==> src/rtl/a_stream_pkg.sv <==
// rtl/a_stream_pkg.sv - shared defaults, pointer width helper and beat type for a_stream_fifo
package a_stream_pkg;

  localparam int DEFAULT_DATA_W = 8;
  localparam int DEFAULT_DEPTH  = 4;

  // Extra MSB over the storage index is the wrap bit that separates full from empty
  function automatic int ptr_w(input int depth);
    return $clog2(depth) + 1;
  endfunction

  typedef struct packed {
    logic                      valid;
    logic [DEFAULT_DATA_W-1:0] a;
  } a_beat_t;

endpackage

==> src/rtl/a_stream_fifo_mem.sv <==
// rtl/a_stream_fifo_mem.sv - DEPTH x DATA_W register array, sync write, combinational read
module a_stream_fifo_mem
  import a_stream_pkg::*;
#(
  parameter int DATA_W = DEFAULT_DATA_W,
  parameter int DEPTH  = DEFAULT_DEPTH
) (
  input  logic                     clock,
  input  logic                     we,
  input  logic [$clog2(DEPTH)-1:0] waddr,
  input  logic [DATA_W-1:0]        wdata,
  input  logic [$clog2(DEPTH)-1:0] raddr,
  output logic [DATA_W-1:0]        rdata
);

  // Storage is deliberately not reset; the pointers alone define validity
  logic [DATA_W-1:0] mem [DEPTH];

  always_ff @(posedge clock) begin
    if (we) begin
      mem[waddr] <= wdata;
    end
  end

  assign rdata = mem[raddr];

endmodule

==> src/rtl/a_stream_fifo.sv <==
// rtl/a_stream_fifo.sv - valid/ready stream FIFO; A_STREAM_FIFO_LEVEL_EN adds level/almost_full ports
module a_stream_fifo
  import a_stream_pkg::*;
#(
  parameter int DATA_W   = DEFAULT_DATA_W,
  parameter int DEPTH    = DEFAULT_DEPTH,
  parameter int AF_LEVEL = DEPTH - 1
) (
  input  logic                      clock,
  input  logic                      reset,
  input  logic                      in_valid,
  output logic                      in_ready,
  input  logic [DATA_W-1:0]         in_a,
  output logic                      out_valid,
  output logic [DATA_W-1:0]         out_a,
`ifdef A_STREAM_FIFO_LEVEL_EN
  output logic [ptr_w(DEPTH)-1:0]   level,
  output logic                      almost_full,
`endif
  input  logic                      out_ready
);

  localparam int AW = $clog2(DEPTH);
  localparam int PW = ptr_w(DEPTH);

  if (DATA_W < 1 || DEPTH < 2 || (DEPTH & (DEPTH - 1)) != 0 ||
      AF_LEVEL < 0 || AF_LEVEL > DEPTH) begin : g_param_check
    $error("a_stream_fifo: illegal DATA_W/DEPTH/AF_LEVEL");
  end

  logic [PW-1:0] wr_ptr;
  logic [PW-1:0] rd_ptr;
  logic          full;
  logic          empty;
  logic          push;
  logic          pop;

  assign empty = (wr_ptr == rd_ptr);
  assign full  = (wr_ptr[AW-1:0] == rd_ptr[AW-1:0]) && (wr_ptr[AW] != rd_ptr[AW]);

  assign in_ready  = !full && !reset;
  assign out_valid = !empty;

  // A pop during reset is irrelevant because both pointers clear on that edge
  assign push = in_valid && in_ready;
  assign pop  = out_valid && out_ready && !reset;

  always_ff @(posedge clock) begin
    if (reset) begin
      wr_ptr <= '0;
      rd_ptr <= '0;
    end else begin
      if (push) begin
        wr_ptr <= wr_ptr + PW'(1);
      end
      if (pop) begin
        rd_ptr <= rd_ptr + PW'(1);
      end
    end
  end

  a_stream_fifo_mem #(
    .DATA_W(DATA_W),
    .DEPTH (DEPTH)
  ) u_mem (
    .clock(clock),
    .we   (push),
    .waddr(wr_ptr[AW-1:0]),
    .wdata(in_a),
    .raddr(rd_ptr[AW-1:0]),
    .rdata(out_a)
  );

`ifdef A_STREAM_FIFO_LEVEL_EN
  localparam logic [PW-1:0] AF_THRESH = PW'(AF_LEVEL);

  assign level       = wr_ptr - rd_ptr;
  assign almost_full = (level >= AF_THRESH);
`endif

endmodule
==> config.mk <==
export PLATFORM = sky130hd
export DESIGN_NAME = a_stream_fifo
export DESIGN_NICKNAME = d
export VERILOG_FILES = /design/src/rtl/a_stream_pkg.sv /design/src/rtl/a_stream_fifo_mem.sv /design/src/rtl/a_stream_fifo.sv
export SDC_FILE = /design/constraint.sdc
export NUM_CORES = 1
export LEC_CHECK = 0
export CORE_MARGIN = 2
export CORE_UTILIZATION = 35
export DETAILED_ROUTE_END_ITERATION = 8
export PLACE_DENSITY = 0.67
export SKIP_LAST_GASP = 1
export SYNTH_ARGS = -nofsm -noshare
export SYNTH_HDL_FRONTEND = slang
export SYNTH_SLANG_ARGS = --single-unit
==> constraint.sdc <==
create_clock -name clock -period 1.3 [get_ports clock]
set_input_delay 0.26 -clock clock [delete_from_list [all_inputs] [get_ports clock]]
set_output_delay 0.26 -clock clock [all_outputs]
set_load 0.01 [all_outputs]
# After elaboration in Yosys (flattened, before gate mapping)
# Memories as Yosys holds them, arrays and structs flattened. A register that Yosys moved wholly into a read port is not among the register bits.
# Cells that the tools add are included.
totals:
  ram_bits: 32
  reg_bits: 6
  in_bits: 12
  mem_count: 1
  out_inout_bits: 10
  elab_cells: 20
memory_table:
  columns: ["name", "depth", "width", "rd", "rd_clocked_by_memory_dff", "wr", "line_no", "source"]
  rows:
  - ["u_mem.mem", 4, 8, 1, 1, 1, "a_stream_fifo_mem.sv:17", "logic [DATA_W-1:0] mem [DEPTH];"]
op_classes:
  reduce_logical: 8
  addsub: 2
  eq_ne: 3
  n_mux: 4
ops:
  columns: ["cell", "count"]
  rows:
  - ["$add 3x1->3 const B", 2]
  - ["$logic_and 1x1->1", 5]
  - ["$mux 2", 2]
  - ["$eq 3x3->1", 1]
  - ["$logic_not 1->1", 3]
  - ["$eq 2x2->1", 1]
  - ["$mux 1", 2]
  - ["$ne 1x1->1", 1]

# Depth between registers and ports, before layout
# Gate-level depths: netlist of run 1.
depth:
  ltp_word: 7
  ltp_mapped: 5
  ltp_nobuf: 4

# By module
# From an unflattened synthesis of run 1, not the netlist that was laid out.
hier_totals:
  cells_unflattened: 103
  area_unflattened_um2: 1669.1
modules_own_cells:
  columns: ["mod", "seq_area_each_um2", "cells_each", "n_inst", "area_per_inst_um2"]
  rows:
  - ["a_stream_fifo_mem", 960.9, 46, 1, 1188.6]
  - ["a_stream_fifo", 120.1, 57, 1, 480.5]

# Worst setup path before layout of run 1
# No wires, ideal clock.
synth_path:
  path_kind: "reg-to-reg"
  from: "register wr_ptr[1]"
  to: "memory u_mem.mem[0][0] in the netlist's numbering, enable pin"
  setup_ns: 0.279
  path_buffers: 1
  setup_slack_ns: -0.173
  arrival_ns: 1.194
  required_time_ns: 1.021
  stages_incl_launch_ff: 5
  synth_period_minus_slack_ns: 1.473
  cell_sequence: "dfxtp_1 buf_2 xnor2_2 nand3_1 and4b_1"
synth_via:
  elab_chain_len: 7
synth_lines:
  columns: ["item", "line_no", "source"]
  rows:
  - ["from (decl)", "a_stream_fifo.sv:31", "logic [PW-1:0] wr_ptr;"]
  - ["from (signal assigned)", "a_stream_fifo.sv:54", "wr_ptr <= wr_ptr + PW'(1);"]
  - ["$eq 2x2->1", "a_stream_fifo.sv:39", "assign full = (wr_ptr[AW-1:0] == rd_ptr[AW-1:0]) && (wr_ptr[AW] != rd_ptr[AW]);"]
  - ["$logic_and 1x1->1", "a_stream_fifo.sv:39", null]
  - ["$logic_not 1->1", "a_stream_fifo.sv:41", "assign in_ready = !full && !reset;"]
  - ["$logic_and 1x1->1", "a_stream_fifo.sv:41", null]
  - ["$logic_and 1x1->1", "a_stream_fifo.sv:45", "assign push = in_valid && in_ready;"]
  - ["$mux 1", "a_stream_fifo_mem.sv:20", "if (we) begin"]
  - ["$mux 1 (not written as such)", "a_stream_fifo_mem.sv:21", "mem[waddr] <= wdata;"]
  - ["to (decl)", "a_stream_fifo_mem.sv:17", null]
# Several ways; a longest one is shown, not always the timed one.

==> results of run 1 <==
critical path: cells and delay by family, from the launching register on:
kind	cells	cell delay, ns
muxes	1	0.51
DFF	1	0.34
buffers and inverters	2	0.27
stage by stage:
stage / instances / cell area, um2 / hold WS (ns) / total power [W]
5_1_grt: 235 / 2603 / 0.6205 / 0.005147
6_report: 235 / 2603 / 0.5896 / 0.004921
4_1_cts: 234 / 2501 / 0.5634 / 0.004707
2_1_floorplan: 112 / 1827 / 0.3589 / 0.002663
3_3_place_gp: 217 / 2262 / 0.6383 / 0.003440
3_5_place_dp: 217 / 2262 / 0.6596 / 0.003518
cell usage after synthesis (all sizes together):
master	n	area share, %
a31oi	4	1.4
buf	3	0.78
ha	5	3.5
edfxtp	32	54
nor3b	2	0.85
and4bb	1	0.71
nand3	6	1.7
a21o	2	0.85
and3	1	0.43
nand4	4	1.4
inv	4	0.85
a22oi	2	0.85
or4	1	0.43
nand4b	1	0.50
o211ai	2	0.85
and4b	4	2.3
nand2	3	0.64
nor2b	2	0.71
mux4	8	10
a211o	1	0.50
a21oi	1	0.28
clkbuf	3	0.71
xnor2	3	2.3
o21ai	5	1.4
xor2	3	1.9
or2b	1	0.43
dfxtp	8	9.1
power by group through the flow:
stage / combinational, W / clock (W) / sequential [W]
finish: 0.00225 / 0.000952 / 0.00172
detailed placement: 0.00181 / 0 / 0.00170
floorplan: 0.000967 / 0 / 0.00170
global route: 0.00240 / 0.00101 / 0.00173
global placement: 0.00174 / 0 / 0.00170
CTS: 0.00203 / 0.000971 / 0.00171
registers in the layout (all words and copies together) (netlist names), named ones only:
name / flops
u_mem.mem: 32
rd_ptr: 3
wr_ptr: 3
path summary, 6_finish.rpt:
path,endpoint,slack [ns],cells after the start
worst max-delay path,out_a[5],-0.36,3
worst max register to register,u_mem.mem[1][7],-0.09,4
worst min register to register,rd_ptr[2],0.77,4
worst min-delay path,wr_ptr[1],0.59,4
what timing repair did:
action / 4_1_cts / 5_1_grt
endpoints found under the hold margin: 0 / 0
setup buffers: 9 / 1
gates resized for setup: 76 / 18
pin swaps: 12 / 9
setup endpoints to repair: 48 / 50
kinds of logic (layout without fill, tap and decap cells):
family	count (synthesis)	after routing	share of synthesized area (%)
flops	40	40	63.46
simple gates	26	26	10.06
compound gates	17	17	6.160
buf+inv	10	66	2.337
mux	8	8	10.20
xor+xnor	6	6	4.250
fa+ha+maj	5	5	3.541
metal layers:
layer	GRT usage, %	wire length [um]
met5	0	0
met2	26.22	1990
met3	3.614	185
met4	4.563	34
met1	15.42	1499
area by class of cell:
cell class / instances / area (um2)
fillers: 383 / 2183
flip-flops and latches: 40 / 1145
multi-input cells: 62 / 757.0
repair buffers: 54 / 495.5
well taps: 67 / 83.83
clock buffers: 5 / 68.82
clock inverters: 3 / 37.54
inverters: 4 / 15.01
==> flow_summary.ini, run 1 <==
[power]
vdd_ir_drop_max_mv = 1.193
cellLeakagePower_nw = 0.9367
share_comb_of_total_power_pct = 45.8
sw_frac_of_total_pct = 31.04
power_switching_w = 0.001528
share_clk_of_total_power_pct = 19.3
pwr-share-seq_pct = 34.9
internal_power_w = 0.003393
cellPowerDensity_nw_per_um2 = 1891

[clocking]
worst_setup_hold_path_clk_slew_ns = 0.07
cts_sinks = 40
cts_hold_buffers = 0
ctsLongestPathBuffers = 2
clk_latency_ns = 0.28
cts.root.buffer_cell = sky130_fd_sc_hd__clkbuf_8
clock_tree_from_tritoncts = built
cts-buffers-inserted = 5
ctsHtreeMaxLevel = 2

[timing]
final_hold_viol_count = 0
sum_of_negative_setup_slack_ns = -5.414
setup-violations-final = 43
finClkSkew_ns = 0.008001
unrepaired_setup_endpoints_after_global_routing = yes
tightest_slew_ns = 0.2210
timing.fmax_mhz = 601.7
slew_headroom_pct = 85.20
final_critical_path_setup_slack_ns = -0.3620
period_minus_slack_ns = 1.662
final-max-slew-violation-count = 0
final.period_utilization_pct = 127.8

[finish]
most-common-layout-cells = sky130_fd_sc_hd__edfxtp_1 (32), sky130_fd_sc_hd__buf_4 (19), sky130_fd_sc_hd__buf_6 (16)
layout_commonest_cell = sky130_fd_sc_hd__edfxtp_1
insertedDiodeCount = 0
fin_nets = 184
post_route_cells_drive_above_1_share_pct = 51.19
syn2layout_area_growth_pct = 47.31
postLayoutCoreUtil_pct = 54.38

[placed_design]
place_congestion = 0.8731
port-buffer-count = 21
detailedPlace.worstSlack_ns = -0.4419
post-dp-hpwl_um = 2526

[setup_path]
timing.critical_path.slowest_cell_delay_ns = 0.51
type_of_element_capturing_the_critical_path = output port
worst_setup_path_start_kind = flip-flop
worstPathArrival_ns = 1.40
critPathSlowestCell = sky130_fd_sc_hd__mux4_2
critical_path.cell_chain = buf_12, mux4_2, buf_6
timing.critical_path.required_ns = 1.04
cp_max_fo = 8
worstReg2RegStart = wr_ptr[1]
timing.setup.critical_path_class = flip-flop to output port

[yosys]
post_synth_instance_area_um2 = 1767
synth_cell_types = 31
postSynthRegisterBits = 40
mapped_nets = 129
postSynthAreaPerCell_um2 = 15.77
yosysSeqAreaShare_pct = 63.46
syn_inst = 112
synth_warnings = 0

[die]
die_area_um2 = 5632
design.portCount = 22
effective_utilization_at_floorplan_pct = 36.92
die_height_um = 75.05
core_area_um2 = 4786
fp.dieW_um = 75.05
num_rows = 25

[global_routing]
gr-total-overflow = 0
largest_net_degree_at_the_start_of_global_routing = 13
antenna_found_initial = 0
grt_pass1_wl_um = 5802
grt_util_all_layers_pct = 14.04
vias_in_the_first_global_route = 1232

[detailed_routing]
vias = 1172
drcViolationCount = 0
drt-initial-drc-count = 62
routedWlPerCell_um = 15.79
antenna_left = 0
drt_pass1_iterations = 4
routed_via_density = 4.987
totalWireLength_um = 3710

[status]
failed_checks = setup timing
run_status = finished with violations

[worst_hold_path]
worstHoldPathType = input port to flip-flop
hold_start = reset

[job]
maxCapViolCount = 0
No activity file was read; power rests on OpenSTA's default activity.
==> run 2: changes to the inputs <==
--- a/config.mk
+++ b/config.mk
@@ -9,6 +9,7 @@
 export CORE_UTILIZATION = 35
 export DETAILED_ROUTE_END_ITERATION = 8
 export PLACE_DENSITY = 0.67
+export SETUP_SLACK_MARGIN = 0.1
 export SKIP_LAST_GASP = 1
 export SYNTH_ARGS = -nofsm -noshare
 export SYNTH_HDL_FRONTEND = slang
==> run 2 against run 1 <==
  * The flow still finishes with violations (setup timing)
  * Largest cell class unchanged
  * Worst hold slack got worse by 0.17 ns
  * Non-clock buffer count did not move
  * Wire length rose by 11%
  * Sequential cell count did not move
  * Clock power rose by 2.9%
==> flow_summary.ini, run 2 (same netlist as run 1, synthesis figures left out) <==
[clocking]
worst_setup_hold_path_clk_slew_ns = 0.08
cts-buffers-inserted = 5
clock_tree_from_tritoncts = built
clk_latency_ns = 0.29
cts.root.buffer_cell = sky130_fd_sc_hd__clkbuf_8
ctsLongestPathBuffers = 2
cts_sinks = 40
cts_hold_buffers = 0
ctsHtreeMaxLevel = 2

[finish]
postLayoutCoreUtil_pct = 55.22
insertedDiodeCount = 0
largest_reg_flops = 32
most-common-layout-cells = sky130_fd_sc_hd__edfxtp_1 (32), sky130_fd_sc_hd__buf_6 (19), sky130_fd_sc_hd__buf_4 (17)
post_route_cells_drive_above_1_share_pct = 53.57
final.fill_count = 380
design_area_um2 = 2643
largest_reg_by_ff_count = u_mem.mem
multi_input_gate_area_in_the_final_layout_um2 = 768.2
biggestRegsByFlops = u_mem.mem x32, rd_ptr x3, wr_ptr x3
final-seq-area_um2 = 1145
fin_nets = 184
layout_commonest_cell = sky130_fd_sc_hd__edfxtp_1
syn2layout_area_growth_pct = 49.57

[detailed_routing]
drcViolationCount = 0
drt_pass1_iterations = 4
antenna_left = 0
vias = 1205
routed_via_density = 5.128
totalWireLength_um = 4123
routedWlPerCell_um = 17.54
drt-initial-drc-count = 80

[global_routing]
vias_in_the_first_global_route = 1334
grt_busiest_layer = met2
grt_util_all_layers_pct = 15.65
grtUsageMet3_pct = 4.819
largest_net_degree_at_the_start_of_global_routing = 13
antenna_found_initial = 0
grt_use_met1_pct = 15.22
met2_usage_pct = 30.80
grt_pass1_wl_um = 6210
gr-total-overflow = 0

[timing]
final-max-slew-violation-count = 0
slew_headroom_pct = 82.97
timing.fmax_mhz = 597.0
final_hold_viol_count = 0
final_critical_path_setup_slack_ns = -0.3750
final.period_utilization_pct = 128.8
setup-violations-final = 43
unrepaired_setup_endpoints_after_global_routing = yes
finClkSkew_ns = 0.009073
tightest_slew_ns = 0.2549
period_minus_slack_ns = 1.675
sum_of_negative_setup_slack_ns = -6.290

[placed_design]
port-buffer-count = 21
place_congestion = 0.8735
post-dp-hpwl_um = 2641
detailedPlace.worstSlack_ns = -0.4219
placement.cell_area_um2 = 2271

[setup_path]
timing.critical_path.slowest_cell_delay_ns = 0.51
critical_path.cell_chain = buf_6, mux4_2, buf_6
timing.critical_path.required_ns = 1.04
critPathSlowestCell = sky130_fd_sc_hd__mux4_2
timing.setup.critical_path_class = flip-flop to output port
cp_max_fo = 3
rrSetupSlack_ns = -0.11
worstPathArrival_ns = 1.42
type_of_element_capturing_the_critical_path = output port
worstReg2RegStart = wr_ptr[2]
crit_top_cell = sky130_fd_sc_hd__buf_6
worst_setup_path_start_kind = flip-flop

[worst_hold_path]
worstHoldPathType = input port to flip-flop
hold_start = reset

[power]
power.total_w = 0.005039
share_comb_of_total_power_pct = 46.3
share_clk_of_total_power_pct = 19.4
sw_frac_of_total_pct = 31.40
power_switching_w = 0.001582
pwr-share-seq_pct = 34.3
cellPowerDensity_nw_per_um2 = 1907
cellLeakagePower_nw = 0.9565
internal_power_w = 0.003457
vdd_ir_drop_max_mv = 1.140

[die]
num_rows = 25
die_height_um = 75.05
fp.dieW_um = 75.05
die_area_um2 = 5632
core_area_um2 = 4786
effective_utilization_at_floorplan_pct = 36.92
design.portCount = 22

[job]
maxCapViolCount = 0

[status]
run_status = finished with violations
failed_checks = setup timing
## run 2: cell types whose count changed in the layout (fill, tap and decap cells not counted), sizes merged
cell	delta
clkbuf	+1
dlygate4sd2	-1
dlymetal6s2s	+1
clkinv	-1
## run 2: layer usage
metal	wire (um)	up-vias	part of all wire, %
met1	1528	611	37
li1	-	548	-
met2	2287	33	55
met5	0	-	0
met4	127	0	3.1
met3	179	13	4.3
## run 2: timing repair
action,in CTS,in global routing
setup endpoints to repair,50,50
cloned,0,0
resized for setup,80,22
buffers inserted,8,1
pin swaps,21,10
## run 2: path summary, 6_finish.rpt
kind,end,cells after the start
worst max-delay path,out_a[1],3
worst min-delay path,rd_ptr[2],3
worst max register to register,u_mem.mem[0][3],4
worst min register to register,wr_ptr[1],3
## run 2: power groups by stage
stage / logic, W / registers [W] / clock network (W)
after floorplan: 0.000974 / 0.00170 / 0
after global placement: 0.00178 / 0.00170 / 0
after detailed placement: 0.00183 / 0.00172 / 0
after CTS: 0.00201 / 0.00172 / 0.00100
after global routing: 0.00249 / 0.00175 / 0.00105
final: 0.00233 / 0.00173 / 0.000980
## run 2: per-stage QoR
step,hold slack [ns],cells
floorplan,0.3589,112
global placement,0.6286,218
detailed placement,0.6536,218
CTS,0.3979,234
global route,0.4341,235
finish,0.4191,235
## run 2: final cells by class
cell class	instances	area share [%]
inverters	4	0.5682
clock inverters	2	1.326
flip-flops and latches	40	43.32
clock buffers	6	2.746
repair buffers	54	19.79
well taps	67	3.172
multi-input cells	62	29.07
## run 2: critical path: cells and delay by family (launching register included)
family,cells,cell delay [ns]
multiplexers,1,0.51
flip-flops,1,0.36
buffers and inverters,2,0.26
==> run 3: changes to the inputs <==
--- a/config.mk
+++ b/config.mk
@@ -6,11 +6,12 @@
 export NUM_CORES = 1
 export LEC_CHECK = 0
 export CORE_MARGIN = 2
-export CORE_UTILIZATION = 35
+export CORE_UTILIZATION = 49
 export DETAILED_ROUTE_END_ITERATION = 8
-export PLACE_DENSITY = 0.67
+export PLACE_DENSITY = 0.85
 export SETUP_SLACK_MARGIN = 0.1
 export SKIP_LAST_GASP = 1
+export SLEW_MARGIN = 20
 export SYNTH_ARGS = -nofsm -noshare
 export SYNTH_HDL_FRONTEND = slang
 export SYNTH_SLANG_ARGS = --single-unit
==> run 3 against run 2 <==
  * The run still ends with setup timing left
  * Combinational power up 3%
  * Global-route usage up 4.6 points
  * Core utilization up 20 points
  * Worst setup slack worse by 0.082 ns
  * Sequential share of layout area up 1.5 points
  * Sequential cell count unchanged
  * Maximum frequency down 4.6%
  * Clock-buffer cell count up 1
  * Cell area down 3.1%
  * Critical endpoint is now out_a[7]
  * Clock skew about the same
==> flow_summary.ini, run 3 (same netlist as run 1, synthesis figures left out) <==
[clocking]
ctsHtreeMaxLevel = 2
clock_tree_from_tritoncts = built
ctsLongestPathBuffers = 2
cts.root.buffer_cell = sky130_fd_sc_hd__clkbuf_4
worst_setup_hold_path_clk_slew_ns = 0.12
cts-buffers-inserted = 5
cts_hold_buffers = 0
clk_latency_ns = 0.35
cts_sinks = 40

[detailed_routing]
drcViolationCount = 0
drt-initial-drc-count = 38
drt_pass1_iterations = 6
routed_via_density = 5.616
vias = 1185
antenna_left = 0
totalWireLength_um = 3877
routedWlPerCell_um = 18.37

[timing]
final_critical_path_setup_slack_ns = -0.4567
tightest_slew_ns = 0.2225
slew_headroom_pct = 85.01
setup-violations-final = 44
finClkSkew_ns = 0.009090
unrepaired_setup_endpoints_after_global_routing = yes
final-max-slew-violation-count = 0
period_minus_slack_ns = 1.757
timing.fmax_mhz = 569.3
final_hold_viol_count = 0
final.period_utilization_pct = 135.1

[setup_path]
timing.critical_path.slowest_cell_delay_ns = 0.51
critPathBufInv = 2
timing.critical_path.required_ns = 1.04
cp_max_fo = 6
r2r_cells = 4
worstPathArrival_ns = 1.50
worstReg2RegStart = wr_ptr[0]
worst_setup_path_start_kind = flip-flop
critPathSlowestCell = sky130_fd_sc_hd__mux4_2
critical_path.top_delay_family = multiplexers
worstReg2RegEnd = wr_ptr[2]
critical_path.cell_chain = buf_12, mux4_2, buf_6
timing.setup.critical_path_class = flip-flop to output port
rrSetupSlack_ns = -0.13
type_of_element_capturing_the_critical_path = output port

[finish]
fin_nets = 181
insertedDiodeCount = 0
biggestRegsByFlops = u_mem.mem x32, rd_ptr x3, wr_ptr x3
largest_reg_by_ff_count = u_mem.mem
most-common-layout-cells = sky130_fd_sc_hd__edfxtp_1 (32), sky130_fd_sc_hd__buf_4 (16), sky130_fd_sc_hd__buf_6 (15)
layout_commonest_cell = sky130_fd_sc_hd__edfxtp_1
syn2layout_area_growth_pct = 44.97
post_route_cells_drive_above_1_share_pct = 53.33
final-instance-count-excl-fill = 211
largest_reg_flops = 32

[status]
run_status = finished with violations
failed_checks = setup timing

[die]
die_height_um = 64.05
effective_utilization_at_floorplan_pct = 52.12
core_area_um2 = 3390
die_area_um2 = 4102
design.portCount = 22
fp.dieW_um = 64.05
num_rows = 21

[global_routing]
grt_util_all_layers_pct = 20.22
gr-total-overflow = 0
vias_in_the_first_global_route = 1205
grt_pass1_wl_um = 5892
antenna_found_initial = 0
largest_net_degree_at_the_start_of_global_routing = 14

[job]
maxCapViolCount = 0

[power]
cellPowerDensity_nw_per_um2 = 1923
power.total_w = 0.004926
cellLeakagePower_nw = 0.9244
vdd_ir_drop_max_mv = 1.195

[worst_hold_path]
hold-path-cell-count = 3
worst_hold_endpoint = wr_ptr[1]
worstHoldPathType = input port to flip-flop
hold_start = reset

[placed_design]
detailedPlace.worstSlack_ns = -0.4244
port-buffer-count = 21
place_congestion = 1.002
post-dp-hpwl_um = 2448
numPlacedInstances = 197
run 3: cell types whose count changed in the layout (fill, tap and decap cells not counted), sizes merged:
cell           change
buf                -3
bufinv             -1
clkbuf             +1
clkdlybuf4s50      +1
dlygate4sd2        -1
run 3: per-layer routing:
metal	global-route usage, %	part of all wire [%]	routed length, um
met5	0	0	0
met2	35.29	54	2083
met3	6.162	5.5	213
met4	10.05	1.8	71
met1	22.17	39	1508
run 3: final cells by class:
class | count | area, um2
sequential | 40 | 1147
multi-input combinational | 62 | 754.5
inverter | 4 | 20.02
fill | 185 | 828.3
clock inverter | 1 | 8.758
clock buffer | 7 | 76.32
tap | 46 | 57.56
timing repair buffer | 51 | 496.7
run 3: metrics by stage:
step	utilization, %	TNS, ns	hold WS [ns]	instance area (um2)
2_1_floorplan	-	-0.6879	0.3589	1832
5_1_grt	75.56	-9.302	0.2640	2561
4_1_cts	71.72	-8.059	0.5294	2431
3_5_place_dp	66.59	-16.32	0.6492	2257
3_3_place_gp	66.59	-14.99	0.6314	2257
6_report	75.56	-7.315	0.2827	2561
run 3: worst reg2reg max path, cell delays in order, from the launching register on:
cell and delay [ns]:
sky130_fd_sc_hd__dfxtp_4 0.39, sky130_fd_sc_hd__buf_8 0.15, sky130_fd_sc_hd__xor2_4 0.19, sky130_fd_sc_hd__or4_1 0.52, sky130_fd_sc_hd__nand4b_1 0.12
run 3: repair_timing:
action	in CTS	in global routing
resized for setup	76	22
pin swaps	13	15
setup endpoints to repair	50	50
buffers inserted	1	5
hold endpoints to repair	0	0
run 3: worst max path at each step:
stage                                  to  depth (start not counted)       from
after floorplan           u_mem.mem[3][0]                          4  rd_ptr[1]
after global placement           out_a[2]                          3  flip-flop
after detailed placement         out_a[4]                          3  flip-flop
after CTS                        out_a[4]                          3  flip-flop
after global routing             out_a[7]                          3  flip-flop
final                            out_a[7]                          3  flip-flop
run 3: where the power goes:
group / leakage [nW] / internal, W / switching [W] / total (W)
sequential: 0.361 / 0.00159 / 0.000140 / 0.00173
clock: 0.0466 / 0.000384 / 0.000414 / 0.000798
combinational: 0.517 / 0.00135 / 0.00105 / 0.00240
total: 0.924 / 0.00332 / 0.00160 / 0.00493
